--- src/rtl/spram128x32_req_ctrl.sv ---
// spram128x32_req_ctrl: request/response controller for a 128x32 single-port SRAM.
// After reset it zero-fills the array, then turns a valid/ready request stream
// into RAM pin activity. Read data is captured the cycle after the access and
// returned through a small in-order response FIFO.
// Optional feature macro: SPRAM_WR_ACK_EN (writes also return a zero response).
//
// Handshake: a request transfers on a rising clk edge where req_valid && req_ready;
// a response transfers on a rising clk edge where rsp_valid && rsp_ready. req_ready
// depends only on registered state, and rsp_rdata holds while rsp_valid && !rsp_ready.
module spram128x32_req_ctrl #(
    parameter int AW         = 7,
    parameter int DW         = 32,
    parameter int DEPTH      = 128,
    parameter int RSP_DEPTH  = 3,
    parameter int INIT_CLEAR = 1
) (
    input  logic          clk,
    input  logic          rst,
    input  logic          req_valid,
    output logic          req_ready,
    input  logic          req_we,
    input  logic [AW-1:0] req_addr,
    input  logic [DW-1:0] req_wdata,
    output logic          rsp_valid,
    input  logic          rsp_ready,
    output logic [DW-1:0] rsp_rdata,
    output logic          init_done,
    output logic          mem_ce,
    output logic          mem_we,
    output logic [AW-1:0] mem_a,
    output logic [DW-1:0] mem_d,
    input  logic [DW-1:0] mem_q,
    output logic [1:0]    dbg_state
);

    localparam int PW = (RSP_DEPTH > 1) ? $clog2(RSP_DEPTH) : 1;
    localparam int CW = $clog2(RSP_DEPTH + 1);

    typedef enum logic [1:0] {
        ST_BOOT = 2'd0,
        ST_INIT = 2'd1,
        ST_RUN  = 2'd2
    } state_t;

    state_t        r_state;
    state_t        w_state_nxt;
    logic [AW-1:0] r_clr_cnt;
    logic          r_init_done;
    logic [DW-1:0] r_fifo [RSP_DEPTH];
    logic [PW-1:0] r_wptr;
    logic [PW-1:0] r_rptr;
    logic [CW-1:0] r_cnt;
    logic          r_rd_inflight;
    logic [CW:0]   w_occ;
    logic          w_accept;
    logic          w_issue;
    logic          w_push;
    logic          w_pop;
    logic [DW-1:0] w_push_data;

    // Occupancy counts responses stored plus the one still coming from the RAM.
    assign w_occ     = {1'b0, r_cnt} + {{CW{1'b0}}, r_rd_inflight};
    assign req_ready = (r_state == ST_RUN) && (w_occ < (CW+1)'(RSP_DEPTH));
    assign w_accept  = req_valid && req_ready;
    assign rsp_valid = (r_cnt != '0);
    assign rsp_rdata = rsp_valid ? r_fifo[r_rptr] : '0;
    assign w_pop     = rsp_valid && rsp_ready;
    assign w_push    = r_rd_inflight;
    assign init_done = r_init_done;
    assign dbg_state = r_state;

`ifdef SPRAM_WR_ACK_EN
    logic r_inflight_wr;
    assign w_issue     = w_accept;
    assign w_push_data = r_inflight_wr ? '0 : mem_q;

    // Remember whether the in-flight slot belongs to a write acknowledgement.
    always_ff @(posedge clk or posedge rst) begin
        if (rst) r_inflight_wr <= 1'b0;
        else     r_inflight_wr <= w_accept && req_we;
    end
`else
    assign w_issue     = w_accept && !req_we;
    assign w_push_data = mem_q;
`endif

    // State register plus the clear counter and the sticky init_done flag.
    always_ff @(posedge clk or posedge rst) begin
        if (rst) begin
            r_state     <= ST_BOOT;
            r_clr_cnt   <= '0;
            r_init_done <= 1'b0;
        end else begin
            r_state <= w_state_nxt;
            if (r_state == ST_INIT) r_clr_cnt <= r_clr_cnt + 1'b1;
            if (w_state_nxt == ST_RUN) r_init_done <= 1'b1;
        end
    end

    // Next state and RAM pin drive; pins idle at zero whenever CE is low.
    always_comb begin
        w_state_nxt = r_state;
        mem_ce      = 1'b0;
        mem_we      = 1'b0;
        mem_a       = '0;
        mem_d       = '0;
        case (r_state)
            ST_BOOT: w_state_nxt = (INIT_CLEAR != 0) ? ST_INIT : ST_RUN;
            ST_INIT: begin
                mem_ce = 1'b1;
                mem_we = 1'b1;
                mem_a  = r_clr_cnt;
                if (r_clr_cnt == AW'(DEPTH - 1)) w_state_nxt = ST_RUN;
            end
            ST_RUN: begin
                if (w_accept) begin
                    mem_ce = 1'b1;
                    mem_we = req_we;
                    mem_a  = req_addr;
                    mem_d  = req_wdata;
                end
            end
            default: w_state_nxt = ST_BOOT;
        endcase
    end

    // One-cycle marker for an access whose response lands next cycle.
    always_ff @(posedge clk or posedge rst) begin
        if (rst) r_rd_inflight <= 1'b0;
        else     r_rd_inflight <= w_issue;
    end

    // Response FIFO: circular buffer, push from the RAM stage, pop on handshake.
    always_ff @(posedge clk or posedge rst) begin
        if (rst) begin
            r_wptr <= '0;
            r_rptr <= '0;
            r_cnt  <= '0;
            for (int i = 0; i < RSP_DEPTH; i++) r_fifo[i] <= '0;
        end else begin
            if (w_push) begin
                r_fifo[r_wptr] <= w_push_data;
                r_wptr <= (r_wptr == PW'(RSP_DEPTH - 1)) ? '0 : r_wptr + 1'b1;
            end
            if (w_pop) begin
                r_rptr <= (r_rptr == PW'(RSP_DEPTH - 1)) ? '0 : r_rptr + 1'b1;
            end
            if (w_push && !w_pop)      r_cnt <= r_cnt + 1'b1;
            else if (!w_push && w_pop) r_cnt <= r_cnt - 1'b1;
        end
    end

    // Occupancy gating must make a push into a full FIFO impossible.
    a_no_overflow: assert property (@(posedge clk) disable iff (rst)
        !(w_push && !w_pop && (r_cnt == CW'(RSP_DEPTH))));

endmodule
--- config.mk ---
export PLATFORM = sky130hd
export DESIGN_NAME = spram128x32_req_ctrl
export DESIGN_NICKNAME = d
export VERILOG_FILES = /design/src/rtl/spram128x32_req_ctrl.sv
export SDC_FILE = /design/constraint.sdc
export NUM_CORES = 1
export LEC_CHECK = 0
export CAP_MARGIN = 10
export CORE_MARGIN = 8
export CORE_UTILIZATION = 30
export DETAILED_ROUTE_END_ITERATION = 10
export PLACE_DENSITY = 0.51
export SYNTH_ARGS = -nofsm -noshare
export SYNTH_HDL_FRONTEND = slang
export SYNTH_SLANG_ARGS = --single-unit
--- constraint.sdc ---
create_clock -name clk -period 3.9 [get_ports clk]
set_input_delay 0.39 -clock clk [delete_from_list [all_inputs] [get_ports clk]]
set_output_delay 0.39 -clock clk [all_outputs]
set_load 0.01 [all_outputs]
After elaboration in Yosys (flattened, before gate mapping)
Index checks and enable logic that the tools add are counted.

operators by class
  $add $sub $neg = 6
  magnitude comparators = 4
  equal/unequal tests = 6
  muxes and demuxes = 21
  bitwise operators = 2
  reductions and logical operators = 13

operators by type and width
  kind                   number
  $mux W32               6
  $bwmux W96             1
  $bmux W32 S2           1
  $demux W32 S2          1
  $pmux W7 S2            1
  $mux W2                5
  $eq A2 B2 Y1 const B   4
  $add A7 B1 Y7 const B  1
  $eq A7 B7 Y1 const B   1
  $logic_and A1 B1 Y1    7
  $mux W7                1
  $add A2 B1 Y2 const B  3
  $ge A3 B3 Y1 const B   2
  $not A2 Y3             2
  $pmux W2 S3            1
  $pmux W1 S2            2
  $reduce_bool A2 Y1     2
  $add A2 B1 Y3          1
  $logic_not A1 Y1       3
  $lt A3 B1 Y1 const B   1
  $lt A3 B2 Y1 const B   1
  $eq A2 B1 Y1 const B   1
  $logic_not A2 Y1       1
  $mux W1                2
  $sub A2 B1 Y2 const B  1

word-level totals
  register bits after elaboration = 113
  bits of input ports = 76
  output and inout port bits = 78
  word-level logic and storage cells = 62

Logic depth before layout (Yosys ltp)
  word-level depth = 6
  mapped depth = 7
  mapped depth without buffers = 5

Least setup slack after synthesis
OpenSTA, ideal clock, no wires.

  kind = flip-flop to output port
  start point = reg r_cnt[0]
  end point = out mem_d[22]
  arrival = 1.723 ns
  data required time = 3.510 ns
  path slack = 1.787 ns
  stages on the path, launching flop included = 7
  buffers on the path = 1
  path through = dfrtp_1 -> ha_1 -> ha_1 -> nand2_1 -> and3_1 -> clkbuf_1 -> and2_1

between the ends
  longest elaborated chain between the ends = 6

ends and longest elaborated chain
  element                   RTL line  RTL
  start: declaration        52        logic [CW-1:0] r_cnt;
  start signal: assignment  148       if (w_push && !w_pop) r_cnt <= r_cnt + 1'b1;
  start signal: assignment  149       else if (!w_push && w_pop) r_cnt <= r_cnt - 1'b1;
  $add A2 B1 Y3             62        assign w_occ = {1'b0, r_cnt} + {{CW{1'b0}}, r_rd_inflight};
  $lt A3 B2 Y1              63        assign req_ready = (r_state == ST_RUN) && (w_occ < (CW+1)'(RSP_DEPTH));
  $logic_and A1 B1 Y1       63
  $logic_and A1 B1 Y1       64        assign w_accept = req_valid && req_ready;
  $mux W32                  116       if (w_accept) begin
  $mux W32                  107       case (r_state)
  end: declaration          31        output logic [DW-1:0] mem_d,

Every way passes these cells.

Worst setup path in the final report
  start point = reg r_cnt[0]
  end point = out mem_d[15]

Same word-level chain as after synthesis.

==> flow_summary.ini <==
[finish]
nets = 716
n_fill_cell = 1776
antennaDiodeCount = 0
drive_gt1_share_pct = 26.4
layoutNonFillerInstCount = 879
syn2layout_area_growth_pct = 40.3

[sta]
timing.hold.ws_ps = 502
slew_viol_final = 0
slew_headroom_pct = 32.6
fmax_ghz = 0.300
setup-tns-final_ps = 0
worst_slack_ps = 568
worstMarginPinSlew_ps = 1010
skew_ps = 7.71
period_needed_ps = 3330
grt_setup_unrepaired = no
hold_violations = 0
post-route-period-util_pct = 85.4
setup_viol = 0

[global_routing]
track_usage_pct = 13.3
grt_max_degree = 68
grt_first_pass_wirelength_um = 25000
overflow = 0
grt_pass1_vias = 4656
antenna_found_initial = 0

[route]
highest_layer = met4
drt_wl_total_um = 15400
dr.pass1.iters = 4
drtIter0Drc = 194
drc = 0
wl_met3_um = 1490
via_per_inst = 4.70
dr_total_vias = 4127
wl_met1_um = 6720
postRouteAntennaNets = 0
avgRoutedWirePerCell_um = 17.5
wl_met2_um = 7050

[power_and_ir_drop]
ir_worst_vdd_v = 0.000197
p_leak_nw = 3.37
p_per_area_nw_per_um2 = 353

[floorplan]
fp.dieH_um = 154
die_x_um = 154
num_rows = 50
ios = 154
dieArea_sq_um = 23900
core_sq_um = 18800
start_util_pct = 30.7

[yosys]
syn_area_per_cell_sq_um = 11.9
ys_ff_latch = 113
syn-num-nets = 566
ys.warnings.count = 0
syn_area_sq_um = 5750
ys_seq_area_share_pct = 49.2
ys_types = 38
syn_inst = 482

[worst_setup_path]
critPathMaxFanout = 34
startpoint = r_cnt[0]
path_class = register to output pin
r2r_start = r_cnt[0]
worstPathArrival_ps = 2940
endpoint_kind = output pin
setup.worst_path.start_class = register
cp.required_ps = 3510

[clock_network]
cts_resized = 0
cts_tree = done
clk_latency_ps = 400
hold_buffers = 0
cts_buffers = 17
numClockSinks = 113
clkTransAtPathRegs_ps = 50
htreeDepth = 4
cts-root-buf = clkbuf_16
post_cts_buffers = 0
clock_path_buffers = 2

[place]
routabilityCongestion = 0.714
dp.cells = 847
hpwl_um = 10400
numPortBuffers = 153
pre_cts_slack_ps = 981

[hold_path]
hold_start = r_fifo[52]
hold_class = register to register

[status]
outcome = complete, no violations

[run]
drv_cap = 0
## critical path, cell delays in order, from the launching register on
cell and delay (ps):
dfrtp_1 460, ha_1 240, ha_1 170, nor2b_1 440, and3_1 250, buf_4 250
and2_1 170, clkdlybuf4s50_1 540
## cell usage after synthesis, drive strengths merged
master / instances / share of area [%]
xor2: 5 / 0.76
o21ai: 2 / 0.17
or3: 2 / 0.22
and3: 1 / 0.11
o22a: 1 / 0.15
inv: 8 / 0.52
a21boi: 7 / 0.91
or2: 31 / 3.4
a41oi: 1 / 0.15
xnor2: 4 / 0.61
o311a: 1 / 0.17
o21a: 1 / 0.13
nand3: 1 / 0.087
nor2b: 4 / 0.43
buf: 15 / 1.8
dfrtp: 113 / 49
clkbuf: 15 / 0.98
mux2: 97 / 21
ha: 8 / 1.7
nand3b: 1 / 0.13
a21o: 3 / 0.39
nand4: 10 / 1.1
nor3: 2 / 0.26
nor2: 5 / 0.33
mux2i: 32 / 5.6
o22ai: 1 / 0.11
and2: 33 / 3.6
nand4b: 1 / 0.15
nor3b: 1 / 0.13
o221ai: 2 / 0.30
a21oi: 32 / 2.8
nand2: 42 / 2.7
## state kept, by name (all words and copies together), names as in the netlist
register	count
r_fifo	96
r_clr_cnt	7
dbg_state	2
r_cnt	2
r_rptr	2
r_wptr	2
init_done	1
r_rd_inflight	1
## layout make-up
type | count | area (sq um) | share of cell area [%]
sequential | 113 | 2830 | 35.0
multi-input combinational | 331 | 2760 | 34.2
timing repair buffer | 161 | 1590 | 19.7
clock buffer | 28 | 517 | 6.40
tap | 234 | 293 | 3.63
clock inverter | 4 | 47.5 | 0.589
inverter | 8 | 32.5 | 0.403
## cell usage in the layout, fill, tap and decap left out, types with 2 or more instances in the layout
master / Yosys / final
xor2_1: 5 / 5
a21oi_1: 32 / 32
o221ai_1: 2 / 2
nand4_1: 10 / 10
inv_1: 7 / 6
a21o_1: 3 / 3
clkbuf_16: 0 / 17
and2_1: 33 / 33
clkbuf_8: 0 / 5
dfrtp_1: 113 / 112
nor2b_1: 4 / 3
mux2i_1: 32 / 32
clkdlybuf4s50_1: 0 / 153
or2_2: 31 / 31
mux2_4: 30 / 30
clkbuf_1: 15 / 6
ha_1: 8 / 8
nor2_1: 5 / 4
xnor2_1: 4 / 4
mux2_2: 67 / 67
nand2_1: 42 / 42
a21boi_0: 7 / 7
buf_4: 4 / 8
clkinv_2: 0 / 2
## power breakdown
part,internal [mW],switching (mW)
Clock,0.958,0.505
Sequential,1.21,0.0172
Combinational,0.102,0.0554
Total,2.27,0.577
## metrics by stage
step           instance area (sq um)  util [%]  total power, mW
3_3_place_gp                    7510      40.0             1.40
3_5_place_dp                    7510      40.0             1.41
2_1_floorplan                   5750         -             1.30
6_report                        8070      43.0             2.85
5_1_grt                         8070      43.0             2.96
4_1_cts                         8070      43.0             2.89
## metal layers
metal	up-vias	global-route usage (%)
met4	0	3.50
met1	2018	15.6
met5	-	0
met3	12	6.60
li1	1956	-
met2	141	21.3
## cell families (layout without fill, tap and decap cells)
| kind of cell | after synthesis | after routing | synth area share, % |
|---|---|---|---|
| AOI/OAI and AO/OA | 51 | 51 | 5.28 |
| adders and majority gates | 8 | 8 | 1.74 |
| muxes | 129 | 129 | 26.5 |
| DFF | 113 | 113 | 49.2 |
| xor gates and xnor gates | 9 | 9 | 1.37 |
| buffers and inverters | 38 | 201 | 3.31 |
| and+or+nand+nor | 134 | 134 | 12.6 |
## final timing paths
kind	cells past startpoint	end	slack (ps)
hold reg to reg	1	r_fifo[52]	500
min in group asynchronous	2	r_fifo[19]	520
hold / removal	1	r_fifo[52]	500
setup reg to reg	6	r_rd_inflight	1860
setup / recovery	7	mem_d[15]	570
max in group asynchronous	3	r_fifo[61]	2480
No activity file was read; power rests on OpenSTA's default activity.
